<file path="src/rtl/alu_cmd_responder.sv">
// rtl/alu_cmd_responder.sv - registered command/response wrapper around the 6-bit ALU op set
module alu_cmd_responder #(
    parameter int W = 6
) (
    input  logic         clk,
    input  logic         rst,
    input  logic         cmd_valid,
    output logic         cmd_ready,
    input  logic [3:0]   cmd_op,
    input  logic [W-1:0] cmd_x,
    input  logic [W-1:0] cmd_y,
    output logic         rsp_valid,
    input  logic         rsp_ready,
    output logic [W-1:0] rsp_z,
    output logic [W:0]   rsp_zNoRing,
    output logic         rsp_BAF,
    output logic         rsp_ZF,
    output logic         rsp_IOF,
    output logic [15:0]  op_count
);

    typedef enum logic [1:0] {
        ST_IDLE = 2'd0,
        ST_EXEC = 2'd1,
        ST_RESP = 2'd2
    } state_t;

    localparam logic [3:0] OP_NEG     = 4'b0000;
    localparam logic [3:0] OP_UNUSED  = 4'b0001;
    localparam logic [3:0] OP_EQ      = 4'b0010;
    localparam logic [3:0] OP_DIFF    = 4'b0011;
    localparam logic [3:0] OP_MORE    = 4'b0100;
    localparam logic [3:0] OP_MORE_EQ = 4'b0101;
    localparam logic [3:0] OP_LESS    = 4'b0110;
    localparam logic [3:0] OP_LESS_EQ = 4'b0111;
    localparam logic [3:0] OP_INC     = 4'b1000;
    localparam logic [3:0] OP_DEC     = 4'b1001;
    localparam logic [3:0] OP_ADD     = 4'b1010;
    localparam logic [3:0] OP_SUB     = 4'b1011;
    localparam logic [3:0] OP_NAND    = 4'b1100;
    localparam logic [3:0] OP_XOR     = 4'b1101;
    localparam logic [3:0] OP_AND     = 4'b1110;
    localparam logic [3:0] OP_OR      = 4'b1111;

    localparam logic [W:0]   ONE_EXT = {{W{1'b0}}, 1'b1};
    localparam logic [W-1:0] TRUE_Z  = {{(W-1){1'b0}}, 1'b1};

    state_t       r_state;
    state_t       w_state_next;
    logic         w_latch;
    logic         w_rsp_fire;

    logic [3:0]   r_op;
    logic [W-1:0] r_x;
    logic [W-1:0] r_y;

    logic [W:0]   w_xs;
    logic [W:0]   w_ys;
    logic [W-1:0] w_z;
    logic [W:0]   w_zn;
    logic         w_baf;
    logic         w_iof;
    logic         w_arith;

    logic [W-1:0] r_z;
    logic [W:0]   r_zn;
    logic         r_baf;
    logic         r_zf;
    logic         r_iof;
    logic [15:0]  r_count;

    // State register; reset abandons any latched command or pending response
    always_ff @(posedge clk) begin
        if (rst) begin
            r_state <= ST_IDLE;
        end else begin
            r_state <= w_state_next;
        end
    end

    // Next-state and handshake decode; cmd_ready depends only on state and rsp_ready
    always_comb begin
        w_state_next = r_state;
        cmd_ready    = 1'b0;
        rsp_valid    = 1'b0;
        w_latch      = 1'b0;
        w_rsp_fire   = 1'b0;
        case (r_state)
            ST_IDLE: begin
                cmd_ready = 1'b1;
                if (cmd_valid) begin
                    w_latch      = 1'b1;
                    w_state_next = ST_EXEC;
                end
            end
            ST_EXEC: begin
                w_state_next = ST_RESP;
            end
            ST_RESP: begin
                rsp_valid = 1'b1;
                if (rsp_ready) begin
                    w_rsp_fire = 1'b1;
                    cmd_ready  = 1'b1;
                    if (cmd_valid) begin
                        w_latch      = 1'b1;
                        w_state_next = ST_EXEC;
                    end else begin
                        w_state_next = ST_IDLE;
                    end
                end
            end
            default: begin
                w_state_next = ST_IDLE;
            end
        endcase
    end

    // Command capture on every accepted cmd handshake
    always_ff @(posedge clk) begin
        if (rst) begin
            r_op <= 4'd0;
            r_x  <= '0;
            r_y  <= '0;
        end else if (w_latch) begin
            r_op <= cmd_op;
            r_x  <= cmd_x;
            r_y  <= cmd_y;
        end
    end

    assign w_xs = {r_x[W-1], r_x};
    assign w_ys = {r_y[W-1], r_y};

    // ALU datapath from the latched command; arithmetic runs one bit wider than W
    always_comb begin
        w_z     = '0;
        w_zn    = '0;
        w_baf   = 1'b0;
        w_arith = 1'b0;
        case (r_op)
            OP_NEG: begin
                w_zn    = (~w_xs) + ONE_EXT;
                w_arith = 1'b1;
            end
            OP_UNUSED: begin
                w_baf = 1'b1;
            end
            OP_EQ:      w_z = (r_x == r_y) ? TRUE_Z : '0;
            OP_DIFF:    w_z = (r_x != r_y) ? TRUE_Z : '0;
            OP_MORE:    w_z = ($signed(r_x) >  $signed(r_y)) ? TRUE_Z : '0;
            OP_MORE_EQ: w_z = ($signed(r_x) >= $signed(r_y)) ? TRUE_Z : '0;
            OP_LESS:    w_z = ($signed(r_x) <  $signed(r_y)) ? TRUE_Z : '0;
            OP_LESS_EQ: w_z = ($signed(r_x) <= $signed(r_y)) ? TRUE_Z : '0;
            OP_INC: begin
                w_zn    = w_xs + ONE_EXT;
                w_arith = 1'b1;
            end
            OP_DEC: begin
                w_zn    = w_xs - ONE_EXT;
                w_arith = 1'b1;
            end
            OP_ADD: begin
                w_zn    = w_xs + w_ys;
                w_arith = 1'b1;
            end
            OP_SUB: begin
                w_zn    = w_xs - w_ys;
                w_arith = 1'b1;
            end
            OP_NAND:    w_z = ~(r_x & r_y);
            OP_XOR:     w_z = r_x ^ r_y;
            OP_AND:     w_z = r_x & r_y;
            OP_OR:      w_z = r_x | r_y;
            default: begin
                w_z = '0;
            end
        endcase
        // Arithmetic ops wrap the wide result; the rest widen the narrow one
        if (w_arith) begin
            w_z = w_zn[W-1:0];
        end else begin
            w_zn = {w_z[W-1], w_z};
        end
    end

    assign w_iof = w_arith & (w_zn[W] != w_zn[W-1]);

    // Response fields load only in EXEC so they stay frozen while RESP waits
    always_ff @(posedge clk) begin
        if (rst) begin
            r_z   <= '0;
            r_zn  <= '0;
            r_baf <= 1'b0;
            r_zf  <= 1'b0;
            r_iof <= 1'b0;
        end else if (r_state == ST_EXEC) begin
            r_z   <= w_z;
            r_zn  <= w_zn;
            r_baf <= w_baf;
            r_zf  <= (w_z == '0);
            r_iof <= w_iof;
        end
    end

    // Delivered-response counter, bumped once per completed rsp handshake
    always_ff @(posedge clk) begin
        if (rst) begin
            r_count <= 16'd0;
        end else if (w_rsp_fire) begin
            r_count <= r_count + 16'd1;
        end
    end

    assign rsp_z       = r_z;
    assign rsp_zNoRing = r_zn;
    assign rsp_BAF     = r_baf;
    assign rsp_ZF      = r_zf;
    assign rsp_IOF     = r_iof;
    assign op_count    = r_count;

endmodule

</file>
<file path="config.mk">
export PLATFORM = sky130hd
export DESIGN_NAME = alu_cmd_responder
export DESIGN_NICKNAME = d
export VERILOG_FILES = /design/src/rtl/alu_cmd_responder.sv
export SDC_FILE = /design/constraint.sdc
export NUM_CORES = 1
export LEC_CHECK = 0
export CAP_MARGIN = 10
export CORE_MARGIN = 5
export CORE_UTILIZATION = 58
export CTS_CLUSTER_DIAMETER = 30
export DETAILED_ROUTE_END_ITERATION = 7
export PLACE_DENSITY = 0.87
export SLEW_MARGIN = 20
export SYNTH_ARGS = -nofsm -noshare
export SYNTH_HDL_FRONTEND = slang
export SYNTH_SLANG_ARGS = --single-unit
</file>
<file path="constraint.sdc">
create_clock -name clk -period 8.4 [get_ports clk]
set_clock_uncertainty 0.1 [all_clocks]
set_input_delay 0.84 -clock clk [delete_from_list [all_inputs] [get_ports clk]]
set_output_delay 0.84 -clock clk [all_outputs]
set_load 0.02 [all_outputs]
</file>
Word level (Yosys, flattened, before mapping). Index checks and enable logic that the tools add are counted.

Bits in read-only memories: 0. Bits of input ports: 20. Memories kept: 0. Latch bits: 0. Word-level logic and storage cells: 76. Memory bits (writable): 0. Register bits after elaboration: 50. Output and inout bits: 34.

Bitwise gates (word level): 6. Multipliers: 0. Divide/modulo/power cells: 0. $add $sub $neg: 6. Reductions and logical operators: 5. Muxes and demuxes: 23. Shift operators: 0. Equal/unequal tests: 22. Order comparisons: 4.

Operators with widths (number): $pmux W6 S10 (1); $pmux W7 S5 (1); $eq A4 B4 Y1 const B (8); $add A16 B1 Y16 const B (1); $eq A4 B3 Y1 const B (4); $mux W1 (14); $eq A4 B2 Y1 const B (2); $add A6 B2 Y7 const B (1); $add A6 B6 Y7 (1); $add A7 B1 Y7 const B (1); $mux W7 (1); $not A7 Y7 (1); $sub A6 B2 Y7 const B (1); $sub A6 B6 Y7 (1); $and A6 B6 Y6 (1); $eq A6 B6 Y1 (1); $ge A6 B6 Y1 (1); $gt A6 B6 Y1 (1); $le A6 B6 Y1 (1); $logic_not A6 Y1 (1); $lt A6 B6 Y1 (1); $mux W6 (1); $ne A6 B6 Y1 (1); $not A6 Y6 (1); other kinds (15) (18).

Logic depth before layout (Yosys ltp). Gate-level depths: netlist of run 1.

Depth after elaboration: 6. Depth in mapped cells: 13. Mapped depth without buffers: 10.

Worst setup path before layout of run 1. OpenSTA, ideal clock, no wires.

Kind: register to register. From: register r_op[1]. To: register r_zf, in the netlist rsp_ZF. Library setup time: 0.084 ns. Data arrival time: 2.763 ns. Stages on the path, launching flop included: 14. Path slack: 5.452 ns. Cell sequence: dfxtp_1 buf_4 buf_6 buf_2 nor2b_1 nand2_1 a21oi_1 ha_1 a211o_1 a21oi_1 mux2i_1 o211a_4 o211ai_4 o31ai_2.

Longest elaborated chain between the ends: 5.

RTL lines: start: declaration (RTL line 53) `logic [3:0] r_op;`; start signal: assignment (RTL line 125) `r_op <= cmd_op;`; $eq A4 B4 Y1 / $logic_not A4 Y1 (equally long branches) (RTL line 140) `case (r_op)`; $reduce_or A5 Y1 (no line); $mux W1 (RTL line 140); $mux W6 * (RTL line 179) `if (w_arith) begin`; $logic_not A6 Y1 * (RTL line 200) `r_zf <= (w_z == '0);`; end signal: assignment (RTL line 200); end: declaration (RTL line 68) `logic r_zf;`.

Every way passes the cells marked *; elsewhere a longest branch is shown, timed or not. A chain may end at the register's enable or synchronous reset.

Worst setup path in the final report of run 1.
From: input port rsp_ready. To: output port cmd_ready.

Longest elaborated chain between the ends: 2.

RTL lines: start: declaration (RTL line 13) `input logic rsp_ready,`; $mux W1 (RTL line 101) `if (rsp_ready) begin`; $pmux W1 S2 (RTL line 88) `case (r_state)`; end: declaration (RTL line 8) `output logic cmd_ready,`.

Every way passes these cells.

==> flow_summary.ini, run 1 <==
[yosys]
syn_inst = 390
synth.top_cells.by_area = dfxtp_1, ha_1, nand2_1
synthesis.area_mm2 = 0.003097
synth_area_leader_cell = dfxtp_1
synth_nets = 438
synth-edff-count = 0
synth_area_per_cell_um2 = 7.940
async_flop_share_pct = 0
synthFlopType = dfxtp_1
synth-seq-area-share_pct = 28.44
ys_ff_latch = 44
yosys_warnings = 0
synth_top_area_share_pct = 28.44
yosys.cell_types.count = 57

[grt]
grt_pass1_wl_um = 13080
grt_pass1_vias = 2874
antenna_found_initial = 0
grt_overflow = 0
grt_max_degree = 46
grt_use_total_pct = 22.47

[power]
powerDensity_mw_per_mm2 = 137.2
ir_worst_vdd_mv = 0.1492
p_leak_uw = 0.001399

[sta]
period_minus_slack_ps = 3215
max_freq_ghz = 0.3110
rsz0062_at_grt = no
tightestPinTransition_ps = 809.9
hold_slack_ps = 383.6
setup-violations-final = 0
drv_slew = 0
fin_ws_ps = 5185
timing.final.crit_share_pct = 38.27
relSlewSlack_pct = 45.90
fin_tns_setup_ps = 0
hold_violations = 0

[flow_run]
maxCapViolCount = 0

[detailed_routing]
postRouteAntennaNets = 0
avgViaCountPerCell = 5.835
vias = 2906
drc = 0
routedWlPerCell_um = 15.57
drt_iter0_drc = 149
drt_first_pass_iters = 4
wirelength_um = 7755

[hold_path]
hold-path-cell-count = 2
hold_path.class = reg2reg

[place]
gp_congestion = 0.9645
place_ws_ps = 5202
place_hpwl_um = 6045
port_buffers = 53
place_inst = 490

[clock_network]
cts_made_buffers = 5
clkTransAtPathRegs_ps = 90
root_buffer = clkbuf_8
cts-htree-levels = 2
clk_latency_ps = 290
clockBufferDepth = 2
postCtsSetupRepairBufs = 0
cts.sink_count = 44
cts_resized = 0
hold_buffers = 0
cts_tree = built

[finish]
final_layout_size_suffix_gt1_share_pct = 4.206
final_common_cell = nand2_1
nFillCells = 457
final_cell_mix = nand2_1, clkdlybuf4s50_1, dfxtp_1
fin_nets = 475
areaGrowthSynthToFinish_pct = 18.87
fin_util_pct = 71.62
diodes = 0
multi_input_area_mm2 = 0.002001
stdcell_count = 498
regArea_um2 = 880.8

[floorplanning]
core_mm2 = 0.005140
rows = 26
dieArea_mm2 = 0.006901
die_y_um = 83.07
io_pins = 54
die_w_um = 83.07
start_util_pct = 60.25

[setup_path]
crit_arrival_ps = 2270
critPathCaptureType = output pin
crit_required_ps = 7460
path_max_fanout = 3
startpoint_type = primary input
r2r_cells = 11
worstSetupPathType = in2out

[run_status]
status = completed
==> cells in the mapped netlist, drive strengths merged (4+ instances only) <==
master	n
buf	14
inv	21
nor3	8
nor2	32
xnor2	9
nand2	54
o31ai	4
dfxtp	44
and2	5
ha	26
a211oi	7
nor2b	10
mux2i	5
a21oi	37
or3	5
o21ai	10
nand3	9
clkbuf	11
nand2b	9
xor2	14
o2111ai	4
==> metrics by stage <==
| stage | total power (uW) | cell area, um^2 |
|---|---|---|
| after floorplan | 334.4 | 3097 |
| after global placement | 373.6 | 3593 |
| after detailed placement | 377.4 | 3593 |
| after CTS | 507.2 | 3681 |
| after global routing | 531.7 | 3681 |
| final | 505.0 | 3681 |
==> per-layer routing <==
| metal | routed length, um | GRT usage (%) | part of all wire [%] |
|---|---|---|---|
| met3 | 335 | 3.267 | 4.3 |
| met4 | 255 | 9.212 | 3.3 |
| met1 | 3424 | 26.96 | 44 |
| met5 | 0 | 0 | 0 |
| met2 | 3740 | 39.87 | 48 |
==> where the power goes <==
part	leakage (uW)	total (uW)	switching (uW)	internal (uW)
registers	0.000359	232	15.0	217
logic	0.000993	142	79.0	62.9
clock network	0.0000479	131	72.9	58.0
==> critical path, cell delays in order <==
cell	delay (ps)
clkdlybuf4s50_1	490
inv_1	60
a21oi_1	220
clkdlybuf4s50_1	660
==> flip-flops by register name (all words and copies together), names as in the netlist <==
| signal | count |
|---|---|
| rsp_IOF | 1 |
| r_op | 4 |
| rsp_BAF | 1 |
| rsp_z | 5 |
| rsp_ZF | 1 |
| r_y | 6 |
| r_state | 2 |
| op_count | 16 |
| r_x | 6 |
| rsp_zNoRing | 2 |
==> final timing paths <==
path	from	end	slack (ps)
max	rsp_ready	cmd_ready	5190
min	r_op[1]	r_op[1]	380
max reg2reg	r_op[1]	rsp_ZF	5200
min reg2reg	r_op[1]	r_op[1]	380
==> logic make-up after synthesis <==
group,Yosys count,synth area share [%]
adders and majority gates,28,11.80
and+or+nand+nor,158,25.50
DFF,44,28.44
buffers and inverters,46,6.950
xor gates and xnor gates,23,6.505
AOI/OAI and AO/OA,86,19.19
muxes,5,1.616
==> area by class of cell <==
| cell class | instances | area share, % |
|---|---|---|
| inverter | 21 | 2.141 |
| clock buffer | 5 | 1.869 |
| clock inverter | 3 | 0.5099 |
| timing repair buffer | 55 | 14.82 |
| tap | 70 | 2.379 |
| sequential | 44 | 23.93 |
| multi-input combinational | 300 | 54.35 |
Power figures use the tool's default switching activity.
==> inputs of run 2 (changes only) <==
- CORE_UTILIZATION: 58 -> 54
- PLACE_DENSITY: 0.87 -> 0.81
- clock period: 8.4 -> 3.2 ns (I/O delays scaled with it)
==> run 2 against run 1 <==
Compared with the run above:
- wire length grew 5.5%
- register-to-register slack worse by 4900 ps
- final area is 3.1% higher
- sequential share of layout area fell by 0.68 points
- clock power grew to 3.4 times the previous value
- via count increased by 0.93%
- die area up 6.5%
- combinational power grew to 2.8 times the previous value
- core utilization decreased by 3.1 points
- non-clock buffer count is 10 higher
- largest power group unchanged
==> flow_summary.ini, run 2 (synthesized netlist as in run 1, its figures left out) <==
[detailed_routing]
postRouteAntennaNets = 0
drt_first_pass_iters = 5
routedWlPerCell_um = 16.04
avgViaCountPerCell = 5.751
drc = 0
drt_iter0_drc = 318
vias = 2933
wirelength_um = 8181

[clock_network]
clockBufferDepth = 2
clk_latency_ps = 300
cts-htree-levels = 2
hold_buffers = 0
root_buffer = clkbuf_8
postCtsSetupRepairBufs = 0
cts_tree = built
cts_made_buffers = 5
cts.sink_count = 44
clkTransAtPathRegs_ps = 90

[sta]
rsz0062_at_grt = no
max_freq_ghz = 0.3412
hold_violations = 0
setup-violations-final = 0
period_minus_slack_ps = 2931
timing.final.crit_share_pct = 91.59
hold_slack_ps = 380.4
fin_tns_setup_ps = 0
drv_slew = 0
fin_ws_ps = 269.2
tightestPinTransition_ps = 705.8
relSlewSlack_pct = 52.51

[power]
p_leak_uw = 0.001462
powerDensity_mw_per_mm2 = 380.9
ir_worst_vdd_mv = 0.2894

[run_status]
status = completed

[setup_path]
startpoint_type = register
worst-path-buf-inv = 0
worstSetupPathType = reg2reg
startpoint = r_op[2]
critPathSlowestCell = fa_1
worstReg2RegStart = r_op[2]
crit_family = compound AO/OA/AOI/OAI gates
crit_required_ps = 3320
worstPathCellList = and2b_1 > nand3_1 > ha_1 > fa_1 > a211oi_1 > nor2_1 > xor2_1 > a221oi_2 > o2111ai_1 > o31ai_2
critPathCaptureType = register
path_max_fanout = 9
crit_arrival_ps = 3050
max_stage_delay_ps = 420

[floorplanning]
core_mm2 = 0.005540
start_util_pct = 55.89
die_w_um = 85.73
dieArea_mm2 = 0.007349
die_y_um = 85.73
rows = 27
io_pins = 54

[grt]
grt_pass1_wl_um = 13830
antenna_found_initial = 0
grt_pass1_vias = 2887
grt_use_total_pct = 23.18
grt_overflow = 0
grt_max_degree = 36

[place]
place_hpwl_um = 6262
place_inst = 502
port_buffers = 53
gp_congestion = 1.034
place_ws_ps = 276.8

[finish]
final_layout_size_suffix_gt1_share_pct = 6.849
final_cell_mix = nand2_1, clkdlybuf4s50_1, dfxtp_1
fin_nets = 485
largest_reg_flops = 16
final_common_cell = nand2_1
nFillCells = 468
stdcell_count = 510
diodes = 0
areaGrowthSynthToFinish_pct = 22.51

[hold_path]
holdCritStartpoint = rsp_ZF
hold_path.class = reg2reg

[flow_run]
maxCapViolCount = 0
==> run 2: power by group <==
part / switching [uW] / internal, uW / total, uW / leakage (uW)
Clock: 211 / 236 / 446 / 0.0000548
Combinational: 225 / 176 / 401 / 0.00105
Sequential: 27.2 / 571 / 598 / 0.000359
Total: 463 / 983 / 1450 / 0.00146
==> run 2: timing repair <==
item,4_1_cts,5_1_grt
endpoints found under the hold margin,0,0
resized for setup,0,2
endpoints found under the setup margin,0,1
==> run 2: routing by layer <==
layer | routed length [um] | global-route usage [%]
met5 | 0 | 0
met4 | 353 | 10.65
met3 | 514 | 4.707
met2 | 3894 | 38.98
met1 | 3418 | 28.38
==> run 2: stage by stage <==
stage / cell area (um^2) / total power, uW / utilization (%)
2_1_floorplan: 3097 / 877.8 / -
3_3_place_gp: 3671 / 995.4 / 66.26
3_5_place_dp: 3671 / 1004 / 66.26
4_1_cts: 3786 / 1445 / 68.34
5_1_grt: 3794 / 1519 / 68.47
6_report: 3794 / 1445 / 68.47
==> run 2: worst paths after layout <==
kind	end	slack, ps	cells past startpoint
max	rsp_ZF	270	10
min	rsp_ZF	380	2
max reg2reg	rsp_ZF	270	10
min reg2reg	rsp_ZF	380	2
==> run 2: cell type report <==
| cell class | count | area (um^2) | share of cell area [%] |
|---|---|---|---|
| inverter | 21 | 78.83 | 2.078 |
| timing repair buffer | 65 | 620.6 | 16.36 |
| clock buffer | 5 | 68.82 | 1.814 |
| sequential | 44 | 882.1 | 23.25 |
| multi-input combinational | 300 | 2007 | 52.90 |
| tap | 72 | 90.09 | 2.375 |
| clock inverter | 3 | 46.29 | 1.220 |
==> run 2: tightest hold or removal path, stage by stage (launching register included) <==
cell	delay, ps
dfxtp_1	320
nand2_1	70
o31ai_2	50
==> inputs of run 3 (changes only) <==
- GPL_TIMING_DRIVEN: unset -> 0
==> run 3 against run 2 <==
Compared with the run above:
- count of clock-buffer cells in the layout grew 2
- non-clock buffer count grew 10
- power fell by 6.1%
- first-iteration DRC count down 32%
- combinational power hardly changed
- sequential share of layout area is 0.22 points lower
- clock power is 19% lower
- flip-flop and latch count unchanged
- die area is the same
- via count down 1.1%
- core utilization rose by 0.54 points
- largest power group unchanged
- highest routed layer unchanged
==> flow_summary.ini, run 3 (synthesized netlist as in run 1, its figures left out) <==
[run_status]
status = completed

[detailed_routing]
vias = 2901
drt_iter0_drc = 217
met2_wirelength_um = 3838
postRouteAntennaNets = 0
avgViaCountPerCell = 5.579
drc = 0
drt_first_pass_iters = 4
wirelength_um = 7830
drt-met1-wl_um = 3432
routedWlPerCell_um = 15.06
top_layer = met4
dr_wl_met3_um = 395

[power]
p_leak_uw = 0.001470
ir_worst_vdd_mv = 0.2076
powerDensity_mw_per_mm2 = 354.9

[clock_network]
cts-htree-levels = 2
hold_buffers = 0
cts_tree = built
cts_made_buffers = 5
clk_latency_ps = 300
clkTransAtPathRegs_ps = 80
cts.sink_count = 44
clockBufferDepth = 2
postCtsSetupRepairBufs = 0
root_buffer = clkbuf_8

[place]
port_buffers = 52
placed_area_mm2 = 0.003707
place_ws_ps = -259.5
gp_congestion = 0.9584
place_hpwl_um = 6177
place_inst = 514

[floorplanning]
die_w_um = 85.73
dieArea_mm2 = 0.007349
rows = 27
die_y_um = 85.73
start_util_pct = 55.89
core_mm2 = 0.005540
io_pins = 54

[sta]
max_freq_ghz = 0.3340
fin_ws_ps = 205.8
rsz0062_at_grt = no
setup-violations-final = 0
period_minus_slack_ps = 2994
hold_violations = 0
drv_slew = 0
tightestPinTransition_ps = 567.7
relSlewSlack_pct = 61.81
timing.final.crit_share_pct = 93.57

[finish]
areaGrowthSynthToFinish_pct = 23.47
final_layout_size_suffix_gt1_share_pct = 7.366
fin_nets = 495
final_cell_area_mm2 = 0.003824
diodes = 0
stdcell_count = 520
final_cell_mix = nand2_1, clkdlybuf4s50_1, dfxtp_1
largest_reg_flops = 16
final_common_cell = nand2_1
fin_util_pct = 69.02

[grt]
grt_use_total_pct = 22.37
grt_max_degree = 20
grt_pass1_vias = 2837
antenna_found_initial = 0
grt_pass1_wl_um = 13390
grt_overflow = 0

[hold_path]
hold_path.class = in2reg
holdCritStartpoint = rst

[flow_run]
maxCapViolCount = 0

[setup_path]
worstSetupPathType = reg2reg
worstReg2RegStart = r_op[1]
crit_arrival_ps = 3120
critPathCaptureType = register
crit_required_ps = 3320
regToRegSetupSlack_ps = 210
path_max_fanout = 19
startpoint_type = register
startpoint = r_op[1]
[run 3: cell types whose count changed in the layout (fill, tap and decap cells not counted), sizes merged]
cell,delta
bufinv,-1
clkbuf,+12
inv,-1
clkdlybuf4s50,-1
buf,+1
[run 3: where the power goes]
part	switching [uW]	internal, uW
logic	218	180
registers	28.2	570
clock network	185	175
[run 3: metrics by stage]
stage | total power [uW] | setup TNS [ps] | hold slack [ps]
after floorplan | 877.8 | 0 | 356.0
after global placement | 995.4 | -449.3 | 358.3
after detailed placement | 1001 | -617.2 | 366.4
after CTS | 1365 | 0 | 343.0
after global routing | 1440 | 0 | 403.3
final | 1357 | 0 | 361.0
[run 3: area by class of cell]
class,count,area [um^2]
fill,496,1717
buffer,23,132.6
timing repair buffer,52,520.5
clock inverter,1,7.507
sequential,44,880.8
tap,72,90.09
clock buffer,7,86.33
inverter,21,78.83
multi-input combinational,300,2027
[run 3: per-layer routing]
layer  global-route usage [%]  vias up
li1                         -     1470
met1                    28.08     1344
met2                    39.12       72
met3                    3.842       15
met4                    6.619        0
met5                        0        -
[run 3: what timing repair did]
action	in CTS	in global routing
gates resized for setup	5	3
setup endpoints to repair	5	3
pin swaps	0	1
[run 3: critical path, cell delays in order (launching register included)]
cell,delay [ps]
dfxtp_1,330
buf_4,180
buf_8,200
nor2b_4,220
nand2_1,70
a21oi_1,240
ha_1,280
a211o_1,310
a21oi_1,200
mux2i_1,260
o211a_4,220
o211ai_4,80
o31ai_2,230
[run 3: path summary, 6_finish.rpt]
| path | to | cells past startpoint |
|---|---|---|
| worst max register to register | rsp_ZF | 12 |
| worst min-delay path | rsp_zNoRing[5] | 2 |
| worst min register to register | rsp_ZF | 2 |
| worst max-delay path | rsp_ZF | 12 |
